<file path="src/rtl/wb_arbiter_2m.sv">
// Two-master Wishbone B4 round-robin arbiter onto one slave; grant registered one edge after request.
// Zero added wait states once granted; a waiting master holds cyc and sees ack=0 until it is granted.
module wb_arbiter_2m #(
  parameter int ADR_W    = 32,
  parameter int MAX_HOLD = 16
) (
  input  logic             clk,
  input  logic             rst,

  input  logic             m0_cyc,
  input  logic             m0_stb,
  input  logic             m0_we,
  input  logic [ADR_W-1:0] m0_adr,
  input  logic [3:0]       m0_sel,
  input  logic [31:0]      m0_dat_ms,
  input  logic [2:0]       m0_cti,
  input  logic [1:0]       m0_bte,
  output logic             m0_ack,
  output logic [31:0]      m0_dat_sm,

  input  logic             m1_cyc,
  input  logic             m1_stb,
  input  logic             m1_we,
  input  logic [ADR_W-1:0] m1_adr,
  input  logic [3:0]       m1_sel,
  input  logic [31:0]      m1_dat_ms,
  input  logic [2:0]       m1_cti,
  input  logic [1:0]       m1_bte,
  output logic             m1_ack,
  output logic [31:0]      m1_dat_sm,

  output logic             s_cyc,
  output logic             s_stb,
  output logic             s_we,
  output logic [ADR_W-1:0] s_adr,
  output logic [3:0]       s_sel,
  output logic [31:0]      s_dat_ms,
  output logic [2:0]       s_cti,
  output logic [1:0]       s_bte,
  input  logic             s_ack,
  input  logic [31:0]      s_dat_sm,

  output logic [1:0]       gnt
);

  // One-hot state encoding doubles as the grant vector.
  localparam logic [1:0] ST_IDLE = 2'b00;
  localparam logic [1:0] ST_GNT0 = 2'b01;
  localparam logic [1:0] ST_GNT1 = 2'b10;

  localparam int HC_W = (MAX_HOLD < 2) ? 1 : $clog2(MAX_HOLD + 1);
  localparam logic [HC_W-1:0] HOLD_MAX  = HC_W'(MAX_HOLD);
  localparam logic [HC_W-1:0] HOLD_LAST = (MAX_HOLD == 0) ? '0 : HC_W'(MAX_HOLD - 1);
  localparam bit HOLD_EN = (MAX_HOLD != 0);

  logic [1:0]      state_q, state_d;
  logic            last_gnt_q, last_gnt_d;
  logic [HC_W-1:0] hold_cnt_q, hold_cnt_d;
  logic [1:0]      gnt_q, gnt_d;

  logic end_xfer;
  logic hold_expire;

  // Slave port mux: the granted master drives the slave, everyone else is masked.
  always_comb begin
    s_cyc    = 1'b0;
    s_stb    = 1'b0;
    s_we     = 1'b0;
    s_adr    = '0;
    s_sel    = '0;
    s_dat_ms = '0;
    s_cti    = '0;
    s_bte    = '0;
    m0_ack   = 1'b0;
    m1_ack   = 1'b0;
    case (state_q)
      ST_GNT0: begin
        s_cyc    = m0_cyc;
        s_stb    = m0_stb;
        s_we     = m0_we;
        s_adr    = m0_adr;
        s_sel    = m0_sel;
        s_dat_ms = m0_dat_ms;
        s_cti    = m0_cti;
        s_bte    = m0_bte;
        m0_ack   = s_ack;
      end
      ST_GNT1: begin
        s_cyc    = m1_cyc;
        s_stb    = m1_stb;
        s_we     = m1_we;
        s_adr    = m1_adr;
        s_sel    = m1_sel;
        s_dat_ms = m1_dat_ms;
        s_cti    = m1_cti;
        s_bte    = m1_bte;
        m1_ack   = s_ack;
      end
      default: ;
    endcase
  end

  assign m0_dat_sm = s_dat_sm;
  assign m1_dat_sm = s_dat_sm;

  // Only classic cycles and end-of-burst beats are safe points to hand the bus over.
  assign end_xfer    = s_ack && s_cyc && s_stb && ((s_cti == 3'b000) || (s_cti == 3'b111));
  assign hold_expire = HOLD_EN && (hold_cnt_q == HOLD_LAST) && end_xfer;

  always_comb begin
    state_d    = state_q;
    last_gnt_d = last_gnt_q;
    hold_cnt_d = hold_cnt_q;

    case (state_q)
      ST_IDLE: begin
        if (m0_cyc && m1_cyc) begin
          state_d = last_gnt_q ? ST_GNT0 : ST_GNT1;
        end else if (m0_cyc) begin
          state_d = ST_GNT0;
        end else if (m1_cyc) begin
          state_d = ST_GNT1;
        end
      end
      ST_GNT0: begin
        if (!m0_cyc) begin
          state_d = m1_cyc ? ST_GNT1 : ST_IDLE;
        end else if (hold_expire && m1_cyc) begin
          state_d = ST_GNT1;
        end
      end
      ST_GNT1: begin
        if (!m1_cyc) begin
          state_d = m0_cyc ? ST_GNT0 : ST_IDLE;
        end else if (hold_expire && m0_cyc) begin
          state_d = ST_GNT0;
        end
      end
      default: state_d = ST_IDLE;
    endcase

    if (HOLD_EN && end_xfer && (hold_cnt_q != HOLD_MAX)) begin
      hold_cnt_d = hold_cnt_q + 1'b1;
    end

    // A fresh grant restarts the fairness budget and records the winner.
    if ((state_d != state_q) && (state_d != ST_IDLE)) begin
      hold_cnt_d = '0;
      last_gnt_d = (state_d == ST_GNT1);
    end

    gnt_d = state_d;
  end

  always_ff @(posedge clk) begin
    if (!rst) begin
      state_q    <= ST_IDLE;
      last_gnt_q <= 1'b1;
      hold_cnt_q <= '0;
      gnt_q      <= 2'b00;
    end else begin
      state_q    <= state_d;
      last_gnt_q <= last_gnt_d;
      hold_cnt_q <= hold_cnt_d;
      gnt_q      <= gnt_d;
    end
  end

  assign gnt = gnt_q;

endmodule

</file>
<file path="config.mk">
export PLATFORM = sky130hd
export DESIGN_NAME = wb_arbiter_2m
export DESIGN_NICKNAME = d
export VERILOG_FILES = /design/src/rtl/wb_arbiter_2m.sv
export SDC_FILE = /design/constraint.sdc
export NUM_CORES = 1
export LEC_CHECK = 0
export BUFFER_PORTS_ARGS = -buffer_cell sky130_fd_sc_hd__buf_2
export CAP_MARGIN = 20
export CORE_AREA = 2 2 130 132
export DETAILED_ROUTE_END_ITERATION = 8
export DIE_AREA = 0 0 132 134
export PLACE_DENSITY = 0.5
export SYNTH_ARGS = -nofsm -noshare
export SYNTH_HDL_FRONTEND = slang
export SYNTH_SLANG_ARGS = --single-unit
export TNS_END_PERCENT = 10
</file>
<file path="constraint.sdc">
create_clock -name clk -period 2.85 [get_ports clk]
set_input_delay 0.4275 -clock clk [delete_from_list [all_inputs] [get_ports clk]]
set_output_delay 0.4275 -clock clk [all_outputs]
set_load 0.005 [all_outputs]
</file>
==> summary.txt, run 1 <==
Floorplanning
  • Die Ht: 134 µm
  • Die Span X: 132 µm
  • Initial Utilization: 14.06%
  • Core box area: 16290 µm²
  • Die ar.: 17690 µm²
  • # rows: 47
  • I/O Pins: 331

STA
  • Setup TNS: 0 ns
  • Least-Margin Pin Slew: 0.4954 ns
  • Hold Vio Cnt, Final: 0
  • Final Cycle Share: 86.81%
  • Final setup viols: 0
  • Slew Viols, Final: 0
  • RSZ-0062 raised after global routing: false
  • Worst Skew: 0.001826 ns
  • Fin crit period: 2.474 ns
  • Slew HR: 66.98%
  • Max frequency: 404.2 MHz
  • Worst hold slack: 0.4240 ns

Drt
  • Antenna viol nets, final: 0
  • Pre-antenna DRT Iters: 4
  • WL per Instance: 13.93 µm
  • DR vias: 2991
  • Vias per std cell: 4.213
  • Drt drc: 0
  • Drt total wl: 9.892 mm
  • DR iter-0 viols: 127

Clocking
  • Clock slew at reported path FFs: 0.04 ns
  • Post-CTS Resized: 0
  • CTS H-tree lvls: 1
  • Clock Tree Buf Depth: 2
  • Clock root cell: clkbuf_16
  • Number of buffers created by CTS: 3
  • Setup bufs post-CTS: 0
  • Clk sinks: 8
  • CTS tree: yes
  • Hold-fix buffer count after cts: 0
  • Worst-Skew Late Latency: 0.23 ns

Placed design
  • Final RePlAce weighted congestion: 0.7728
  • HPWL Detailed: 7.993 mm
  • PortBufs: 234
  • Placed Area: 3223 µm²

Logic synthesis
  • Mapped cell area: 2290 µm²
  • Synth cell types: 45
  • Number of synthesized register bits: 8
  • Mapped Cells: 337
  • Top_reg_cell synth: dfxtp_1
  • Top-count cell post-synth: nor2_1
  • Syn_area_per_cell: 6.794 µm²
  • Post-synth EDFFs: 0
  • Synth top area cells: a22oi_1 24%, buf_4 21%, nor2_1 13%
  • Area fraction of the dominant cell type after synthesis: 23.93%
  • Most frequent cells after synthesis: 77 x nor2_1, 73 x a22oi_1, 65 x buf_4
  • Area leader, netlist: a22oi_1
  • Synthesis Warnings: 0
  • Syn nets: 531
  • Sequential cell area fraction in the yosys report: 6.995%
  • FFs w/ async S/R, synth: 0%

Setup path
  • Crit-path max FO: 42
  • Element type at the critical path start: flop
  • CP required: 2.42 ns
  • CP Class: reg2out
  • Setup crit end kind: primary output
  • CP arrival: 2.05 ns
  • Slowest stage delay, CP: 0.44 ns
  • Sequence of cells on the critical path: inv_1, ha_4, buf_4, a22oi_1, nor2_1, buf_2
  • Worst path slowest cell: buf_4
  • Delay-heaviest family, CP: buffers and inverters
  • CP bufs+invs: 3

Power
  • Peak supply drop: 0.2064 mV
  • Power per Cell Area: 455.1 nW/µm²
  • Pint: 0.0007541 W
  • Clk pwr share: 15.8%
  • Power share of the combinational group: 75.1%
  • Flop pwr share: 9.1%
  • P_leak: 1.619 nW
  • Sw Pwr: 0.0007469 W
  • Switching Fraction: 49.76%

GRT
  • Vias in the first global route: 2782
  • First-pass GRT wire length: 14.64 mm
  • GRT overflow: 0
  • Total track usage: 10.06%
  • Initial antenna violation count: 0
  • Top Usage Layer GRT: met2
  • Routing usage on met3: 2.079%
  • Met2 global-route usage: 16.84%
  • Met1 Usage GRT: 13.19%
  • Pin count of the biggest net entering global routing: 48

Run status
  • Status: finished, final reports clean

Finish
  • Share of cells above drive strength 1: 53.67%
  • Post-route cell area: 3298 µm²
  • Final nets: 686
  • Number of diodes: 0
  • Area Overhead vs Synth: 44.04%

Job
  • Max cap viols: 0

Hold path
  • Worst min path class: in2reg
==> state kept, by name, indices dropped and copies added (netlist names) <==
| signal | cells |
|---|---|
| gnt | 2 |
| hold_cnt_q | 5 |
| last_gnt_q | 1 |
==> layout make-up <==
type / instances / area [µm²]
Sequential cell: 8 / 160.2
Inverter: 12 / 45.04
Timing Repair Buffer: 242 / 1231
Tap cell: 220 / 275.3
Multi-Input combinational cell: 225 / 1511
Clock buffer: 3 / 75.07
Fill cell: 1868 / 12990
==> path summary, 6_finish.rpt <==
kind / start / to / slack (ns) / cells past startpoint
worst max register to register: gnt[0] / last_gnt_q / 0.39 / 8
worst min-delay path: rst / gnt[0] / 0.42 / 2
worst min register to register: hold_cnt_q[1] / hold_cnt_q[1] / 0.61 / 2
worst max-delay path: gnt[0] / s_dat_ms[14] / 0.38 / 6
==> power by group through the flow <==
| stage | sequential, W | clock, W | combinational [W] |
|---|---|---|---|
| after floorplan | 0.000140 | 0 | 0.000763 |
| after global placement | 0.000138 | 0 | 0.00113 |
| after detailed placement | 0.000139 | 0 | 0.00113 |
| after CTS | 0.000137 | 0.000240 | 0.00114 |
| after global routing | 0.000139 | 0.000246 | 0.00125 |
| final | 0.000137 | 0.000237 | 0.00113 |
==> routing by layer <==
metal / up-vias / routed length (µm)
li1: 1451 / -
met1: 1366 / 4256
met3: 25 / 711
met5: - / 0
met2: 149 / 4702
met4: 0 / 222
==> cell usage in the layout (no fill, tap or decap), types with 3 or more instances in the layout <==
cell,instances
a211oi_1,3
a21oi_1,7
a22oi_1,73
and2_1,4
buf_2,234
buf_4,8
clkbuf_16,3
dfxtp_1,8
ha_1,5
inv_1,11
nand2_1,8
nand3b_1,3
nor2_1,77
o21ai_0,3
==> through the flow <==
| step | instances | worst slack [ns] | power, W | util, % |
|---|---|---|---|---|
| 2_1_floorplan | 337 | 0.4240 | 0.0009038 | - |
| 3_3_place_gp | 707 | 0.4023 | 0.001270 | 19.79 |
| 3_5_place_dp | 707 | 0.3716 | 0.001272 | 19.79 |
| 4_1_cts | 710 | 0.3635 | 0.001514 | 20.25 |
| 5_1_grt | 710 | 0.1829 | 0.001632 | 20.25 |
| 6_report | 710 | 0.3759 | 0.001501 | 20.25 |
==> cell families (layout without fill, tap and decap cells) <==
family	after synthesis	count (layout)	share of synthesized area, %
AO/OA/AOI/OAI	116	116	41.20
multiplexers	1	1	0.4372
adder cells (fa/ha/maj)	7	7	3.825
AND/OR/NAND/NOR	99	99	18.69
XOR/XNOR	2	2	0.7652
flip-flops	8	8	6.994
buffers and inverters	104	257	28.09
Note: power is estimated with default switching activity, not from simulation.
==> run 2, diff against run 1 <==
--- a/config.mk
+++ b/config.mk
@@ -7,10 +7,10 @@
 export LEC_CHECK = 0
 export BUFFER_PORTS_ARGS = -buffer_cell sky130_fd_sc_hd__buf_2
 export CAP_MARGIN = 20
-export CORE_AREA = 2 2 130 132
+export CORE_AREA = 2 2 129 131
 export DETAILED_ROUTE_END_ITERATION = 8
-export DIE_AREA = 0 0 132 134
-export PLACE_DENSITY = 0.5
+export DIE_AREA = 0 0 131 133
+export PLACE_DENSITY = 0.51
 export SYNTH_ARGS = -nofsm -noshare
 export SYNTH_HDL_FRONTEND = slang
 export SYNTH_SLANG_ARGS = --single-unit
==> constraint.sdc (replaced) <==
create_clock -name clk -period 3.05 [get_ports clk]
set_input_delay 0.4575 -clock clk [delete_from_list [all_inputs] [get_ports clk]]
set_output_delay 0.4575 -clock clk [all_outputs]
set_load 0.005 [all_outputs]
==> summary.txt, run 2 (synthesis gave the netlist of run 1 again) <==
Setup path
  • Crit-path max FO: 7 (-83%)
  • CP arrival: 2.72 ns (+0.67 ns)
  • CP Class: reg2reg
  • Setup crit end kind: flop
  • CP required: 3.15 ns (+0.73 ns)
  • Reg2reg setup slack: 0.43 ns (+0.04 ns)
  • Element type at the critical path start: flop

Floorplanning
  • I/O Pins: 331 (unchanged)
  • Die Span X: 131 µm (-0.76%)
  • Initial Utilization: 14.16% (+0.10 points)
  • Die ar.: 17420 µm² (-1.5%)
  • # rows: 47 (unchanged)
  • Core box area: 16170 µm² (-0.72%)
  • Die Ht: 133 µm (-0.75%)

Placed design
  • Final RePlAce weighted congestion: 0.7744 (+0.21%)
  • Place WS: 0.4254 ns (+0.05373 ns)
  • HPWL Detailed: 8.716 mm (+9.0%)
  • PortBufs: 234 (unchanged)
  • Post-Place Cells: 707 (unchanged)

Finish
  • Most flop-heavy register: hold_cnt_q
  • Max reg flops: 5 (unchanged)
  • Finished Layout Cells: 711 (+0.14%)
  • Reg area: 160.2 µm² (unchanged)
  • Most frequent cells in the layout: 234 x buf_2, 77 x nor2_1, 73 x a22oi_1, 11 x inv_1
  • Fin util: 20.41% (+0.16 points)
  • Fill cells: 1855 (-0.70%)
  • Area Overhead vs Synth: 44.15% (about the same)
  • Commonest non-fill, non-tap cell in the layout: buf_2
  • Share of cells above drive strength 1: 53.67% (unchanged)
  • Final nets: 686 (unchanged)
  • Multi-input gate area: 1511 µm² (unchanged)

Clocking
  • Worst-Skew Late Latency: 0.23 ns (about the same)
  • Hold-fix buffer count after cts: 0 (unchanged)
  • Number of buffers created by CTS: 3 (unchanged)
  • Clk sinks: 8 (unchanged)
  • Clock root cell: clkbuf_16
  • CTS H-tree lvls: 1 (unchanged)
  • Post-CTS Resized: 0 (unchanged)
  • Clock slew at reported path FFs: 0.04 ns (about the same)
  • CTS tree: yes
  • Clock Tree Buf Depth: 2 (unchanged)
  • Setup bufs post-CTS: 0 (unchanged)

Drt
  • Antenna viol nets, final: 0 (unchanged)
  • DR iter-0 viols: 193 (+52%)
  • DR vias: 2976 (-0.50%)
  • Drt total wl: 10.55 mm (+6.7%)
  • Drt drc: 0 (unchanged)
  • WL per Instance: 14.84 µm (+6.5%)
  • Vias per std cell: 4.186 (-0.64%)
  • Pre-antenna DRT Iters: 4 (unchanged)

STA
  • Setup TNS: 0 ns (unchanged)
  • Slew HR: 67.89% (+0.91 points)
  • Slew Viols, Final: 0 (unchanged)
  • PnR worst setup slack: 0.4297 ns (+0.05373 ns)
  • Hold Vio Cnt, Final: 0 (unchanged)
  • Max frequency: 381.6 MHz
  • Final Cycle Share: 85.91%
  • Worst Skew: 0.0002663 ns (-0.001560 ns)
  • Least-Margin Pin Slew: 0.4817 ns (-0.01367 ns)
  • RSZ-0062 raised after global routing: false
  • Fin crit period: 2.620 ns
  • Final setup viols: 0 (unchanged)

GRT
  • Initial antenna violation count: 1 (+1)
  • Total track usage: 11.03% (+0.96 points)
  • Vias in the first global route: 2772 (-0.36%)
  • First-pass GRT wire length: 15.31 mm (+4.6%)
  • Pin count of the biggest net entering global routing: 46 (-4.2%)
  • GRT overflow: 0 (unchanged)

Hold path
  • Worst min path class: in2reg

Power
  • Peak supply drop: 0.3257 mV (+58%)
  • P_leak: 1.619 nW (about the same)
  • Power per Cell Area: 425.9 nW/µm² (-6.4%)

Job
  • Max cap viols: 0 (unchanged)

Run status
  • Status: finished, final reports clean
run 2: cell type report:
type	count	share of cell area (%)
Multi-Input combinational cell	225	45.79
Timing Repair Buffer	242	37.30
Tap cell	220	8.340
Sequential cell	8	4.852
Clock buffer	3	2.274
Inverter	12	1.365
Antenna cell	1	0.07581
run 2: report_power, final:
part,internal [W],switching (W)
registers,0.000118,0.0000137
logic,0.000417,0.000641
clock network,0.000169,0.0000475
run 2: path summary, 6_finish.rpt:
kind | from | to | cells after the start
setup / recovery | gnt[0] | last_gnt_q | 8
hold / removal | rst | gnt[0] | 2
setup reg to reg | gnt[0] | last_gnt_q | 8
hold reg to reg | hold_cnt_q[0] | hold_cnt_q[0] | 2
run 2: worst max-delay path: stages (launching register included):
cell,delay (ns)
dfxtp_1,0.50
inv_1,0.21
ha_1,0.37
inv_2,0.08
nor4b_4,0.32
o211ai_2,0.24
o311ai_4,0.48
o211a_1,0.21
o32ai_2,0.08
run 2: metal layers:
| metal | wire length (µm) | vias to the layer above | global-route usage, % |
|---|---|---|---|
| met4 | 95 | 0 | 1.478 |
| met5 | 0 | - | 0 |
| met1 | 4575 | 1346 | 15.01 |
| met2 | 5006 | 177 | 17.88 |
| li1 | - | 1449 | - |
| met3 | 875 | 4 | 2.871 |
run 2: metrics by stage:
step / hold WS [ns] / total power (W) / area, µm²
after floorplan: 0.5553 / 0.0008445 / 2290
after global placement: 0.6027 / 0.001205 / 3223
after detailed placement: 0.5998 / 0.001200 / 3223
after CTS: 0.4749 / 0.001420 / 3298
after global routing: 0.4864 / 0.001528 / 3298
final: 0.4759 / 0.001406 / 3301
==> run 3, diff against run 2 <==
--- a/config.mk
+++ b/config.mk
@@ -7,9 +7,10 @@
 export LEC_CHECK = 0
 export BUFFER_PORTS_ARGS = -buffer_cell sky130_fd_sc_hd__buf_2
 export CAP_MARGIN = 20
-export CORE_AREA = 2 2 129 131
+export CORE_AREA = 2 2 128 130
+export CTS_BUF_LIST = sky130_fd_sc_hd__clkbuf_8
 export DETAILED_ROUTE_END_ITERATION = 8
-export DIE_AREA = 0 0 131 133
+export DIE_AREA = 0 0 130 132
 export PLACE_DENSITY = 0.51
 export SYNTH_ARGS = -nofsm -noshare
 export SYNTH_HDL_FRONTEND = slang
==> summary.txt, run 3 (synthesis gave the netlist of run 1 again) <==
Placed design
  • Post-Place Cells: 702 (-0.71%)
  • Place WS: 0.4952 ns (+0.06987 ns)
  • PortBufs: 234 (unchanged)
  • Final RePlAce weighted congestion: 0.7523 (-2.9%)
  • HPWL Detailed: 7.931 mm (-9.0%)
  • Placed Area: 3191 µm² (-1.0%)

Run status
  • Status: finished, final reports clean

GRT
  • Initial antenna violation count: 0 (-1)
  • First-pass GRT wire length: 14.29 mm (-6.7%)
  • Total track usage: 10.27% (-0.75 points)
  • GRT overflow: 0 (unchanged)
  • Pin count of the biggest net entering global routing: 50 (+8.7%)
  • Vias in the first global route: 2744 (-1.0%)

Clocking
  • Clock root cell: clkbuf_8
  • Post-CTS Resized: 0 (unchanged)
  • Worst-Skew Late Latency: 0.23 ns (about the same)
  • Clk sinks: 8 (unchanged)
  • CTS tree: yes
  • Setup bufs post-CTS: 0 (unchanged)
  • Clock Tree Buf Depth: 2 (unchanged)
  • Clock slew at reported path FFs: 0.05 ns (about the same)
  • CTS H-tree lvls: 1 (unchanged)
  • Number of buffers created by CTS: 3 (unchanged)
  • Hold-fix buffer count after cts: 0 (unchanged)

STA
  • Setup TNS: 0 ns (unchanged)
  • Final Cycle Share: 87.02% (+1.1 points)
  • Slew HR: 66.17% (-1.7 points)
  • Hold Vio Cnt, Final: 0 (unchanged)
  • PnR worst setup slack: 0.3958 ns (-0.03386 ns)
  • Max frequency: 376.8 MHz (-1.3%)
  • Worst Skew: 0.007282 ns (+0.007015 ns)
  • Final setup viols: 0 (unchanged)
  • Fin crit period: 2.654 ns (+0.03386 ns)
  • Slew Viols, Final: 0 (unchanged)
  • RSZ-0062 raised after global routing: false
  • Least-Margin Pin Slew: 0.5075 ns (+0.02578 ns)

Setup path
  • CP required: 2.59 ns (-0.56 ns)
  • Worst r2r path cells: 7 (-1)
  • CP Class: reg2out
  • Setup crit end kind: primary output
  • Element type at the critical path start: flop
  • CP arrival: 2.20 ns (-0.52 ns)
  • Crit-path max FO: 47 (+40)

Finish
  • Number of diodes: 0 (-1)
  • Post-route cell area: 3232 µm² (-2.1%)
  • Most frequent cells in the layout: 234 x buf_2, 77 x nor2_1, 73 x a22oi_1, 11 x inv_1
  • Commonest non-fill, non-tap cell in the layout: buf_2
  • Max reg flops: 5 (unchanged)
  • Fill cells: 1797 (-3.1%)
  • Final nets: 685 (-0.15%)
  • Area Overhead vs Synth: 41.15%
  • Finished Layout Cells: 705 (-0.84%)
  • Share of cells above drive strength 1: 53.58% (-0.095 points)
  • Most flop-heavy register: hold_cnt_q
  • Fin util: 20.57% (+0.16 points)

Floorplanning
  • Die Span X: 130 µm (-0.76%)
  • Die Ht: 132 µm (-0.75%)
  • Die ar.: 17160 µm² (-1.5%)
  • # rows: 46 (-2.1%)
  • Initial Utilization: 14.57% (+0.41 points)
  • Core box area: 15710 µm² (-2.8%)
  • I/O Pins: 331 (unchanged)

Hold path
  • Worst Hold Depth: 2 (unchanged)
  • Worst min path class: in2reg

Drt
  • Drt total wl: 9.683 mm (-8.2%)
  • DR iter-0 viols: 139 (-28%)
  • Vias per std cell: 4.201 (+0.38%)
  • WL per Instance: 13.73 µm (-7.5%)
  • Antenna viol nets, final: 0 (unchanged)
  • Drt drc: 0 (unchanged)
  • Pre-antenna DRT Iters: 4 (unchanged)
  • DR vias: 2962 (-0.47%)

Power
  • P_leak: 1.594 nW (-1.6%)
  • Peak supply drop: 0.2050 mV (-37%)
  • Power per Cell Area: 398.4 nW/µm² (-6.5%)

Job
  • Max cap viols: 0 (unchanged)
## run 3: changes by cell type in the layout (fill, tap and decap cells not counted)
cell | previous run | this run
ha_2 | 0 | 2
clkbuf_8 | 0 | 3
clkbuf_16 | 3 | 0
ha_4 | 2 | 0
diode_2 | 1 | 0
buf_4 | 8 | 7
## run 3: worst max-delay path, stage by stage, from the launching register on
cell	delay, ns
dfxtp_1	0.57
ha_2	0.43
buf_4	0.46
a22oi_1	0.21
nor2_1	0.12
buf_2	0.12
## run 3: cell type report
type	count	area (µm²)	share of cell area, %
Inverter	12	45.04	1.394
Multi-Input combinational cell	225	1491	46.15
Tap cell	216	270.3	8.362
Sequential cell	8	160.2	4.955
Timing Repair Buffer	241	1224	37.86
Clock buffer	3	41.29	1.278
## run 3: where the power goes
part	internal [W]	switching [W]	total, W
Combinational	0.000405	0.000614	0.00102
Sequential	0.000118	0.0000206	0.000138
Clock	0.0000858	0.0000446	0.000130
## run 3: metrics by stage
step / hold slack, ns / total power, W
2_1_floorplan: 0.5553 / 0.0008445
3_3_place_gp: 0.5856 / 0.001175
3_5_place_dp: 0.5959 / 0.001165
4_1_cts: 0.4772 / 0.001300
5_1_grt: 0.4949 / 0.001408
6_report: 0.4715 / 0.001288
## run 3: per-layer routing
metal  wire [µm]  track usage (%)  up-vias
met1        3982            12.80     1310
li1            -                -     1450
met4         168            2.688        0
met5           0                0        -
met3         846            2.151       27
met2        4686            17.80      175
## run 3: final timing paths
check	from	endpoint	slack, ns
worst max-delay path	gnt[1]	s_dat_ms[9]	0.40
worst min register to register	hold_cnt_q[1]	hold_cnt_q[1]	0.59
worst min-delay path	rst	gnt[0]	0.47
worst max register to register	gnt[1]	hold_cnt_q[4]	0.47
